## src/rtl/relu_arbiter_if.sv

```systemverilog
// Requester-side bundle for the shared relu arbiter: per-requester beat
// handshake going in, one-hot tagged results coming back.
interface relu_arbiter_if #(
  parameter int NUM_REQ = 4,
  parameter int DATA_W  = 32
);
  logic [NUM_REQ-1:0]        req_valid;
  logic [NUM_REQ-1:0]        req_last;
  logic [NUM_REQ*DATA_W-1:0] req_data;
  logic [NUM_REQ-1:0]        req_ready;
  logic [NUM_REQ-1:0]        rsp_valid;
  logic signed [DATA_W-1:0]  rsp_data;

  modport master (
    output req_valid, req_last, req_data,
    input  req_ready, rsp_valid, rsp_data
  );

  modport slave (
    input  req_valid, req_last, req_data,
    output req_ready, rsp_valid, rsp_data
  );
endinterface

```

## src/rtl/relu_arbiter.sv

```systemverilog
// Round-robin burst arbiter sharing one relu datapath among NUM_REQ
// requesters. Each issued beat carries its owner's id down a tag pipeline
// that tracks the relu latency, so results are steered back one-hot.
module relu_arbiter #(
  parameter int NUM_REQ   = 4,
  parameter int DATA_W    = 32,
  parameter int RELU_LAT  = 1,
  parameter int MAX_BURST = 16,
  parameter int STALL_MAX = 8,
  localparam int IDW      = $clog2(NUM_REQ)
) (
  input  logic                     clk,
  input  logic                     rst,
  relu_arbiter_if.slave            bus,
  output logic signed [DATA_W-1:0] relu_din,
  output logic                     relu_ivalid,
  input  logic signed [DATA_W-1:0] relu_dout,
  input  logic                     relu_ovalid,
  output logic [IDW-1:0]           grant_id,
  output logic                     busy,
  output logic                     err
);
  localparam int BW = $clog2(MAX_BURST + 1);
  localparam int SW = $clog2(STALL_MAX + 1);

  typedef enum logic {IDLE, BURST} state_t;

  state_t                   state;
  logic [IDW-1:0]           rr_ptr;
  logic [BW-1:0]            beat_cnt;
  logic [SW-1:0]            stall_cnt;
  logic [IDW-1:0]           winner;
  logic                     any_req;
  logic signed [DATA_W-1:0] req_word [NUM_REQ];
  logic                     acc;
  logic                     rel;
  logic [IDW-1:0]           next_ptr;
  logic [IDW-1:0]           tag_p0;
  logic [RELU_LAT-1:0]      vld_p1;
  logic [IDW-1:0]           tag_p1 [RELU_LAT];
  logic [NUM_REQ-1:0]       rsp_valid_p2;
  logic signed [DATA_W-1:0] rsp_data_p2;

  function automatic logic [NUM_REQ-1:0] onehot(input logic [IDW-1:0] id);
    logic [NUM_REQ-1:0] r;
    r     = '0;
    r[id] = 1'b1;
    return r;
  endfunction

  // Unpack the flat requester data bus into per-requester words.
  always_comb begin
    for (int i = 0; i < NUM_REQ; i++) begin
      req_word[i] = bus.req_data[i*DATA_W +: DATA_W];
    end
  end

  // Winner: first valid requester at or after rr_ptr, searching upward with wrap.
  always_comb begin
    int idx;
    idx     = 0;
    winner  = '0;
    any_req = 1'b0;
    for (int k = 0; k < NUM_REQ; k++) begin
      idx = int'(rr_ptr) + k;
      if (idx >= NUM_REQ) idx = idx - NUM_REQ;
      if (!any_req && bus.req_valid[IDW'(idx)]) begin
        any_req = 1'b1;
        winner  = IDW'(idx);
      end
    end
  end

  assign busy          = (state == BURST);
  assign bus.req_ready = busy ? onehot(grant_id) : '0;
  assign acc           = busy && bus.req_valid[grant_id];
  assign next_ptr      = (grant_id == IDW'(NUM_REQ - 1)) ? '0 : grant_id + IDW'(1);
  // Release on a last beat, on the beat that fills the burst, or on the idle
  // cycle that would bring the stall count up to STALL_MAX.
  assign rel = acc ? (bus.req_last[grant_id] || (beat_cnt == BW'(MAX_BURST - 1)))
                   : (stall_cnt == SW'(STALL_MAX - 1));

  // Grant FSM: IDLE picks a winner, BURST counts beats and idle cycles until release.
  always_ff @(posedge clk or posedge rst) begin
    if (rst) begin
      state     <= IDLE;
      grant_id  <= '0;
      rr_ptr    <= '0;
      beat_cnt  <= '0;
      stall_cnt <= '0;
    end else begin
      case (state)
        IDLE: begin
          if (any_req) begin
            state    <= BURST;
            grant_id <= winner;
          end
        end
        BURST: begin
          if (rel) begin
            state     <= IDLE;
            rr_ptr    <= next_ptr;
            beat_cnt  <= '0;
            stall_cnt <= '0;
          end else if (acc) begin
            beat_cnt  <= beat_cnt + BW'(1);
            stall_cnt <= '0;
          end else begin
            stall_cnt <= stall_cnt + SW'(1);
          end
        end
        default: state <= IDLE;
      endcase
    end
  end

  // Stage p0: issue the accepted beat to the relu unit.
  always_ff @(posedge clk or posedge rst) begin
    if (rst) begin
      relu_ivalid <= 1'b0;
      relu_din    <= '0;
    end else begin
      relu_ivalid <= acc;
      if (acc) relu_din <= req_word[grant_id];
    end
  end

  // Stage p0: owner tag captured alongside the issued beat.
  always_ff @(posedge clk) begin
    if (acc) tag_p0 <= grant_id;
  end

  // Stage p1: tag-valid shift register, output stage lines up with relu_ovalid.
  always_ff @(posedge clk or posedge rst) begin
    if (rst) begin
      vld_p1 <= '0;
    end else begin
      vld_p1[0] <= relu_ivalid;
      for (int i = 1; i < RELU_LAT; i++) vld_p1[i] <= vld_p1[i-1];
    end
  end

  // Stage p1: tag id shift register travelling with vld_p1.
  always_ff @(posedge clk) begin
    tag_p1[0] <= tag_p0;
    for (int i = 1; i < RELU_LAT; i++) tag_p1[i] <= tag_p1[i-1];
  end

  // Stage p2: steer the relu result to its owner; an untagged result is an error.
  always_ff @(posedge clk or posedge rst) begin
    if (rst) begin
      rsp_valid_p2 <= '0;
      rsp_data_p2  <= '0;
      err          <= 1'b0;
    end else begin
      rsp_valid_p2 <= '0;
      if (relu_ovalid) begin
        if (vld_p1[RELU_LAT-1]) begin
          rsp_valid_p2 <= onehot(tag_p1[RELU_LAT-1]);
          rsp_data_p2  <= relu_dout;
        end else begin
          err <= 1'b1;
        end
      end
    end
  end

  assign bus.rsp_valid = rsp_valid_p2;
  assign bus.rsp_data  = rsp_data_p2;
endmodule

```

## src/flat_wrapper.sv

```systemverilog
// flat-port wrapper written by rule: the top's interface ports become plain ports
module relu_arbiter_flat 
#(
  parameter int NUM_REQ   = 4,
  parameter int DATA_W    = 32,
  parameter int RELU_LAT  = 1,
  parameter int MAX_BURST = 16,
  parameter int STALL_MAX = 8,
  localparam int IDW      = $clog2(NUM_REQ)
)
  (clk, rst, relu_din, relu_ivalid, relu_dout, relu_ovalid, grant_id, busy, err, bus_req_valid, bus_req_last, bus_req_data, bus_req_ready, bus_rsp_valid, bus_rsp_data);
  relu_arbiter_if #(.NUM_REQ(NUM_REQ), .DATA_W(DATA_W)) bus_i ();
  input  logic clk;
  input  logic rst;
  output logic signed [DATA_W-1:0] relu_din;
  output logic relu_ivalid;
  input  logic signed [DATA_W-1:0] relu_dout;
  input  logic relu_ovalid;
  output logic [IDW-1:0] grant_id;
  output logic busy;
  output logic err;
  input wire logic [$bits(bus_i.req_valid)-1:0] bus_req_valid;
  input wire logic [$bits(bus_i.req_last)-1:0] bus_req_last;
  input wire logic [$bits(bus_i.req_data)-1:0] bus_req_data;
  output wire logic [$bits(bus_i.req_ready)-1:0] bus_req_ready;
  output wire logic [$bits(bus_i.rsp_valid)-1:0] bus_rsp_valid;
  output wire logic [$bits(bus_i.rsp_data)-1:0] bus_rsp_data;
  assign bus_i.req_valid = bus_req_valid;
  assign bus_i.req_last = bus_req_last;
  assign bus_i.req_data = bus_req_data;
  assign bus_req_ready = bus_i.req_ready;
  assign bus_rsp_valid = bus_i.rsp_valid;
  assign bus_rsp_data = bus_i.rsp_data;
  relu_arbiter #(.NUM_REQ(NUM_REQ), .DATA_W(DATA_W), .RELU_LAT(RELU_LAT), .MAX_BURST(MAX_BURST), .STALL_MAX(STALL_MAX)) u_core (.clk(clk), .rst(rst), .bus(bus_i), .relu_din(relu_din), .relu_ivalid(relu_ivalid), .relu_dout(relu_dout), .relu_ovalid(relu_ovalid), .grant_id(grant_id), .busy(busy), .err(err));
endmodule
```

## config.mk

```make
export PLATFORM = sky130hd
export DESIGN_NAME = relu_arbiter_flat
export DESIGN_NICKNAME = d
export VERILOG_FILES = /design/src/rtl/relu_arbiter_if.sv /design/src/rtl/relu_arbiter.sv /design/src/flat_wrapper.sv
export SDC_FILE = /design/constraint.sdc
export NUM_CORES = 1
export LEC_CHECK = 0
export ABC_CLOCK_PERIOD_IN_PS = 3400
export CAP_MARGIN = 40
export CORE_MARGIN = 1
export CORE_UTILIZATION = 39
export DETAILED_ROUTE_END_ITERATION = 16
export PLACE_DENSITY = 0.94
export SYNTH_ARGS = -nofsm -noshare
export SYNTH_HDL_FRONTEND = slang
export SYNTH_SLANG_ARGS = --single-unit
```

## constraint.sdc

```tcl
create_clock -name clk -period 3.4 [get_ports clk]
set_clock_uncertainty 0.1 [all_clocks]
set_input_delay 0.68 -clock clk [delete_from_list [all_inputs] [get_ports clk]]
set_output_delay 0.68 -clock clk [all_outputs]
set_load 0.01 [all_outputs]
```

### After elaboration in Yosys (flattened, before gate mapping)

Memories as Yosys holds them, arrays and structs flattened.
Cells that the tools add are included.

* register bits: 87
* memory bits (writable): 2
* bits of input ports: 171
* output and inout port bits: 77
* logic and storage cells: 105
* memories: 1

* add/subtract/negate cells: 10
* order comparisons: 13
* eq/ne operators: 3
* multiplexer cells: 47
* bitwise logic cells: 3
* reduce and logical (&&, ||, !) cells: 16

Memories
* u_core.tag_p1: words 1, bits a word 2, rd ports 1, clocked after memory_dff 0, write ports 1, RTL line relu_arbiter.sv:40 `logic [IDW-1:0] tag_p1 [RELU_LAT];`

Operator list (number)
* 32-bit binary-select mux with 2-bit select: 1
* 32-bit two-way mux: 2
* 4-bit two-way mux: 5
* 1-bit two-way mux: 19
* 2-bit two-way mux: 9
* 2-bit by 4-bit < comparator with 1-bit output, second input constant: 4
* 1-bit binary-select mux with 2-bit select: 6
* 3-bit greater-or-equal comparator, second input constant: 4
* 5-bit two-way mux: 2
* 2-bit AND reduction: 5
* 2-bit by 1-bit subtractor with 2-bit output, second input constant: 4
* 2-bit by 2-bit adder with 3-bit output, second input constant: 2
* 1-bit logical AND: 6
* 2-bit by 3-bit < comparator with 1-bit output, second input constant: 2
* 5-bit by 1-bit adder with 5-bit output, second input constant: 1
* 5-bit by 4-bit == test with 1-bit output, second input constant: 1
* 4-bit by 1-bit adder with 4-bit output, second input constant: 1
* 1-bit demux with 2-bit select: 2
* 4-bit by 3-bit == test with 1-bit output, second input constant: 1
* 2-bit by 1-bit greater-or-equal comparator with 1-bit output, second input constant: 2
* 2-bit by 1-bit adder with 3-bit output, second input constant: 1
* 2-bit by 3-bit greater-or-equal comparator with 1-bit output, second input constant: 1
* 1-bit zero test: 3
* 2-bit NOT with 3-bit output: 1
* other kinds (6): 7

### Depth between registers and ports, before layout

Gate-level depths: netlist (run 1).

* word-level depth: 17
* mapped depth: 6
* mapped depth without buffers: 6

### Worst setup path before layout (run 1)

No wires, ideal clock.

* path kind: input -> register
* from: input bus_req_valid[3]
* to: register u_core.relu_din[0]
* setup time: 0.125 ns
* arrival: 1.851 ns
* data required time: 3.175 ns
* path slack: 1.324 ns
* stages: 4
* buffers on the path: 1
* path through: mux4_2 > nand2_2 > buf_6 > mux2_2

* longest elaborated chain between the ends: 3

Ends and longest elaborated chain
* start, declared: RTL line flat_wrapper.sv:22 `input wire logic [$bits(bus_i.req_valid)-1:0] bus_req_valid;`
* 1-bit binary-select mux with 2-bit select: RTL line relu_arbiter.sv:76 `assign acc = busy && bus.req_valid[grant_id];`
* 1-bit two-way mux (not written as such): RTL line relu_arbiter.sv:76
* 1-bit logical AND: RTL line relu_arbiter.sv:76
* end signal, assigned: RTL line relu_arbiter.sv:124 `if (acc) relu_din <= req_word[grant_id];`
* end, declared: RTL line relu_arbiter.sv:15 `output logic signed [DATA_W-1:0] relu_din,`

No other way between the ends. The select of a mux whose other input is x is not followed.
A chain may end at the register's enable or synchronous reset.

### Worst setup path in the final report (run 1)

* from: register u_core.grant_id[1]
* to: output bus_req_ready[3]

* longest elaborated chain between the ends: 5
* elaborated cells on any way between the ends: 6
* classes of those cells: order compare: 2; mux: 3; reduce/logical: 1

Ends and longest elaborated chain
* start, declared: RTL line relu_arbiter.sv:19 `output logic [IDW-1:0] grant_id,`
* start signal, assigned: RTL line relu_arbiter.sv:96 `grant_id <= winner;`
* 2-bit by 3-bit < comparator with 1-bit output (not written as such) / 2-bit by 1-bit greater-or-equal comparator with 1-bit output (equally long branches): RTL line relu_arbiter.sv:47 `r[id] = 1'b1;`
* 1-bit logical AND (not written as such): RTL line relu_arbiter.sv:47
* 1-bit two-way mux (not written as such): RTL line relu_arbiter.sv:47
* 1-bit demux with 2-bit select (*)
* 4-bit two-way mux (*): RTL line relu_arbiter.sv:75 `assign bus.req_ready = busy ? onehot(grant_id) : '0;`
* end, declared: RTL line flat_wrapper.sv:25 `output wire logic [$bits(bus_i.req_ready)-1:0] bus_req_ready;`

Mark *: on every way between the ends. The rest lies on a longest branch, timed or not.

==> flow_summary.json, run 1 <==
{
  "worstSetupStartpointType": "register",
  "power_frac_clock_pct": 11.8,
  "finalHoldViolations": 0,
  "antenna_found_initial": 0,
  "syn_to_final_growth_pct": 64.13,
  "slew_headroom_pct": 54.70,
  "drcViolationCount": 0,
  "synthesis.nets": 469,
  "clk_path_buf_depth": 2,
  "yosys-top-cells-area": "dfrtp_1 49%, mux4_2 17%, mux2_2 17%, ha_1 2.0%, edfxtp_1 1.4%",
  "synth_edf_count": 2,
  "p_int_mw": 3.737,
  "final_nets": 718,
  "crit_type": "reg -> out",
  "viasPerCell": 5.111,
  "dpl.hpwl_um": 9668,
  "finalSetupViolCount": 0,
  "synth-async-reset-ratio_pct": 95.51,
  "clk_latency_ps": 360,
  "fin_cells": 685,
  "synth_seq_cells": 89,
  "grt_max_degree": 50,
  "globalRouteTotalUtil_pct": 20.85,
  "yosysWarnings": 0,
  "pwr_density_cell_nw_per_um2": 777.8,
  "syn_inst": 291,
  "dieWidth_um": 108.0,
  "finalMaxSlewViolations": 0,
  "initial_core_util_pct": 40.27,
  "min_period_ps": 2796,
  "htreeDepth": 3,
  "dp.cells": 669,
  "yosys.cell_types.count": 38,
  "worstPathArrival_ps": 2020,
  "clk_pin_slew_ps": 100,
  "grt_first_pass_wirelength_um": 18360,
  "peakVddDrop_mv": 0.3949,
  "avgSynthCellArea_um2": 15.07,
  "overflow": 0,
  "ys.flop_type": "dfrtp_1",
  "dieHeight_um": 108.0,
  "synth_most_common_cell": "dfrtp_1",
  "worst_slew_pin_slew_ps": 678.7,
  "layout-drive-gt1-share_pct": 23.85,
  "firstDrtPassIters": 7,
  "critPathRequiredTime_ps": 2620,
  "drt.antenna.violating_nets": 0,
  "wire_per_inst_um": 17.73,
  "netlist_area_um2": 4384,
  "p_leak_nw": 2.876,
  "cts_buffers": 9,
  "p_comb_share_pct": 54.6,
  "finalPower_mw": 5.597,
  "cts_sinks": 89,
  "synth_top_area_share_pct": 48.52,
  "cts_tree": "done",
  "io_pins": 248,
  "nFillCells": 783,
  "status": "finished, final reports clean",
  "cts_setup_buffers": 0,
  "cts-root-buf": "clkbuf_8",
  "wirelength_um": 12150,
  "fp-row-count": 38,
  "vias": 3501,
  "core-area_um2": 10890,
  "grt_pass1_vias": 3750,
  "power.switching_mw": 1.860,
  "cts_resized": 0,
  "rsz0062_at_grt": "no",
  "worst_setup_path_end_kind": "output port",
  "drv_cap": 0,
  "hold_buffers": 0,
  "ys_seq_area_share_pct": 50.80,
  "fmax_mhz": 357.6,
  "hold_path_class": "reg -> reg",
  "period_share_pct": 82.24,
  "antenna_cells": 0,
  "drtIter0Drc": 94,
  "critPathMaxFanout": 25,
  "synth_top_cell_by_area": "dfrtp_1",
  "portBuffers": 247,
  "fin_setup_tns_ps": 0,
  "place.gp.congestion": 0.8047,
  "pwr-share-seq_pct": 33.6,
  "synth_common_cells": "85 x dfrtp_1, 65 x mux2_2, 34 x mux4_2, 10 x nand2_1",
  "swShare_pct": 33.23,
  "dieArea_um2": 11670
}
-- area by class of cell --
cell class              count  area (um^2)  area share, %
repair buffers            254         2550          35.44
flip-flops and latches     89         2228          30.97
multi-input cells         177         2029          28.20
well taps                 140        175.2          2.434
clock buffers              10        127.6          1.774
clock inverters             6        50.05         0.6955
inverters                   9        35.03         0.4869
-- flip-flops by register name, indices dropped and copies added, names as in the netlist, 2 cells and up --
name and flops:
u_core.beat_cnt 5, u_core.tag_p1 2, u_core.tag_p0 2, u_core.grant_id 2, u_core.rr_ptr 2, u_core.relu_din 32
u_core.stall_cnt 4, u_core.bus.rsp_valid 4, u_core.bus.rsp_data 32
-- stage by stage --
stage	area [um^2]	hold WS (ps)	worst slack (ps)	utilization, %
floorplan	4384	223.3	426.5	-
global placement	7018	224.7	566.0	64.46
detailed placement	7018	228.5	513.0	64.46
CTS	7196	250.7	589.6	66.09
global route	7196	259.2	495.5	66.09
finish	7196	248.5	603.9	66.09
-- routing by layer --
metal,share of wire (%),vias up,routed length [um],global-route usage (%)
met3,7.7,17,931,5.304
met4,1.5,0,181,7.436
met5,0,-,0,0
met1,37,1732,4548,22.95
met2,53,172,6484,38.54
li1,-,1580,-,-
-- cells in the final DEF, fill, tap and decap left out, types with 2 or more instances in the layout --
cell type,netlist,routed
buf_4,0,5
mux2_4,2,2
and2_1,4,4
inv_1,9,8
nor2_1,7,7
a31oi_1,2,2
mux2_2,65,65
mux4_2,34,34
edfxtp_1,2,2
o21ai_0,9,9
inv_6,0,2
dfrtp_1,85,84
a21oi_1,3,3
clkbuf_8,0,9
clkinv_2,0,2
nand2b_1,6,6
clkdlybuf4s50_1,0,247
ha_1,7,7
buf_12,0,2
and3_1,2,2
o22ai_1,2,2
nand3b_1,2,2
nor3b_1,2,2
nand2_1,10,10
dfxtp_1,2,2
nor2b_1,5,5
-- logic make-up after synthesis --
kind of cell / Yosys count / synth area share (%)
buf+inv: 25 / 2.911
xor+xnor: 1 / 0.1998
simple gates: 44 / 5.479
mux: 102 / 35.07
compound gates: 23 / 3.539
fa+ha+maj: 7 / 1.998
flops: 89 / 50.80
-- power groups by stage --
stage               combinational, mW  clock (mW)  sequential, mW
floorplan                        1.52           0            2.03
global placement                 2.98           0            1.86
detailed placement               3.09           0            1.90
CTS                              3.11       0.680            1.88
global route                     3.26       0.728            1.94
finish                           3.05       0.662            1.88
-- path summary, 6_finish.rpt --
path | from | end | slack [ps] | cells after the start
setup reg to reg | u_core.grant_id[1] | u_core.relu_din[31] | 1110 | 5
setup / recovery | u_core.grant_id[1] | bus_req_ready[3] | 600 | 4
hold reg to reg | u_core.tag_p0[1] | u_core.tag_p1[0][1] | 250 | 0
min in group asynchronous | rst | u_core.relu_din[24] | 610 | 2
hold / removal | u_core.tag_p0[1] | u_core.tag_p1[0][1] | 250 | 0
max in group asynchronous | rst | u_core.bus.rsp_data[7] | 1900 | 3
-- worst max-delay path: stages (launching register included) --
cell             delay, ps
dfrtp_1                380
buf_4                  330
ha_1                   240
and2_1                 140
clkdlybuf4s50_1        560
(Power assumes the default switching activity.)
==> inputs of run 2 (changes only) <==
Settings changed: ABC_CLOCK_PERIOD_IN_PS 3400 to 2460, CORE_UTILIZATION 39 to 35, PLACE_DENSITY 0.94 to 0.89.
Clock period 3.4 ns to 2.46 ns, I/O delays scaled along.
==> flow_summary.json, run 2 (synthesized netlist as in run 1, its figures left out) <==
{
  "min_period_ps": 2354,
  "syn_to_final_growth_pct": 69.61,
  "dp.cells": 706,
  "fp-row-count": 40,
  "htreeDepth": 3,
  "pwr_density_cell_nw_per_um2": 1114,
  "peakVddDrop_mv": 0.4050,
  "cts_sinks": 89,
  "cts-root-buf": "clkbuf_16",
  "dieHeight_um": 113.9,
  "globalRouteTotalUtil_pct": 18.91,
  "vias": 3510,
  "wire_per_inst_um": 16.61,
  "slew_headroom_pct": 60.16,
  "rsz0062_at_grt": "no",
  "overflow": 0,
  "fmax_mhz": 424.9,
  "antenna_found_initial": 0,
  "finalHoldViolations": 0,
  "drcViolationCount": 0,
  "wirelength_um": 11990,
  "place_ws_ps": 65.50,
  "finalMaxSlewViolations": 0,
  "viasPerCell": 4.861,
  "nFillCells": 929,
  "layout_commonest_cell": "clkdlybuf4s50_1",
  "worstPathArrival_ps": 1760,
  "portBuffers": 247,
  "multi_input_area_um2": 2029,
  "firstDrtPassIters": 4,
  "cpMaxStageDelayCell": "clkdlybuf4s50_1",
  "initial_core_util_pct": 36.20,
  "core-area_um2": 12110,
  "utilization_pct": 61.39,
  "setup_ws_ps": 106.3,
  "fin_setup_tns_ps": 0,
  "worst_setup_path_end_kind": "output port",
  "cts_buffers": 9,
  "regArea_um2": 2228,
  "antenna_cells": 0,
  "fin_cells": 722,
  "crit_path_max_incr_delay_ps": 560,
  "clk_path_buf_depth": 2,
  "worstSetupStartpointType": "register",
  "critPathMaxFanout": 7,
  "grt_max_degree": 49,
  "finalSetupViolCount": 0,
  "cts_tree": "done",
  "grt_pass1_vias": 3808,
  "place.gp.congestion": 0.7656,
  "clk_latency_ps": 330,
  "final_nets": 727,
  "p_leak_nw": 2.970,
  "dpl.hpwl_um": 9756,
  "dieArea_um2": 12980,
  "period_share_pct": 95.68,
  "cts_setup_buffers": 0,
  "grt_first_pass_wirelength_um": 18850,
  "drv_cap": 0,
  "worst_slew_pin_slew_ps": 597.6,
  "io_pins": 248,
  "crit_chain": "inv_2, ha_1, and2_1, clkdlybuf4s50_1",
  "critPathRequiredTime_ps": 1870,
  "hold_buffers": 0,
  "hold_path_class": "reg -> reg",
  "dieWidth_um": 113.9,
  "clk_pin_slew_ps": 60,
  "status": "finished, final reports clean",
  "crit_type": "reg -> out",
  "drt.antenna.violating_nets": 0,
  "drtIter0Drc": 121,
  "layout-drive-gt1-share_pct": 25.45,
  "final_cell_mix": "247 x clkdlybuf4s50_1, 84 x dfrtp_1, 65 x mux2_2"
}
==> run 2: changes by cell type in the layout (fill, tap and decap cells not counted), sizes merged <==
cell / before / now
inv: 11 / 9
bufinv: 0 / 1
clkinvlp: 1 / 4
buf: 7 / 16
clkinv: 3 / 1
==> run 2: critical path, delay by kind of cell (launching register included) <==
family / cells / cell delay (ps)
and+or+nand+nor: 1 / 120
buffers and inverters: 2 / 690
DFF: 1 / 490
adders and majority gates: 1 / 140
==> run 2: path summary, 6_finish.rpt <==
kind / startpoint / end / slack, ps / cells past startpoint
max: u_core.grant_id[0] / bus_req_ready[2] / 110 / 4
min: u_core.tag_p0[1] / u_core.tag_p1[0][1] / 240 / 0
max reg2reg: u_core.grant_id[1] / u_core.rr_ptr[1] / 390 / 6
min reg2reg: u_core.tag_p0[1] / u_core.tag_p1[0][1] / 240 / 0
max in group asynchronous: rst / u_core.bus.rsp_valid[3] / 1250 / 3
min in group asynchronous: rst / u_core.relu_din[24] / 550 / 3
==> run 2: stage by stage <==
step	hold slack (ps)	power [mW]	area, um^2
after detailed placement	230.1	6.977	7123
after CTS	245.1	8.387	7432
after floorplan	223.3	4.917	4388
after global routing	253.8	8.796	7436
final	243.3	8.285	7436
after global placement	225.7	6.777	7123
==> run 2: cell type report <==
class	instances	area share, %
timing repair buffer	263	35.30
sequential	89	29.97
clock inverter	6	0.8918
inverter	9	0.5048
multi-input combinational	177	27.29
clock buffer	10	3.214
tap	168	2.827
==> run 2: report_power, final <==
| group | internal (mW) | switching (mW) | leakage, nW |
|---|---|---|---|
| registers | 2.17 | 0.422 | 1.06 |
| logic | 2.69 | 1.63 | 1.77 |
| clock network | 0.816 | 0.557 | 0.141 |
| total | 5.68 | 2.60 | 2.97 |
==> run 2: metal layers <==
layer	vias to the layer above	part of all wire [%]	track usage (%)
li1	1596	-	-
met1	1745	37	20.61
met2	153	55	35.76
met3	16	6.6	5.101
met4	0	1.5	5.281
met5	-	0	0
==> run 2: repair_timing <==
item                                   4_1_cts  5_1_grt
setup endpoints to repair                    1        3
gates cloned                                 0        0
endpoints found under the hold margin        0        0
gates resized for setup                      1        3
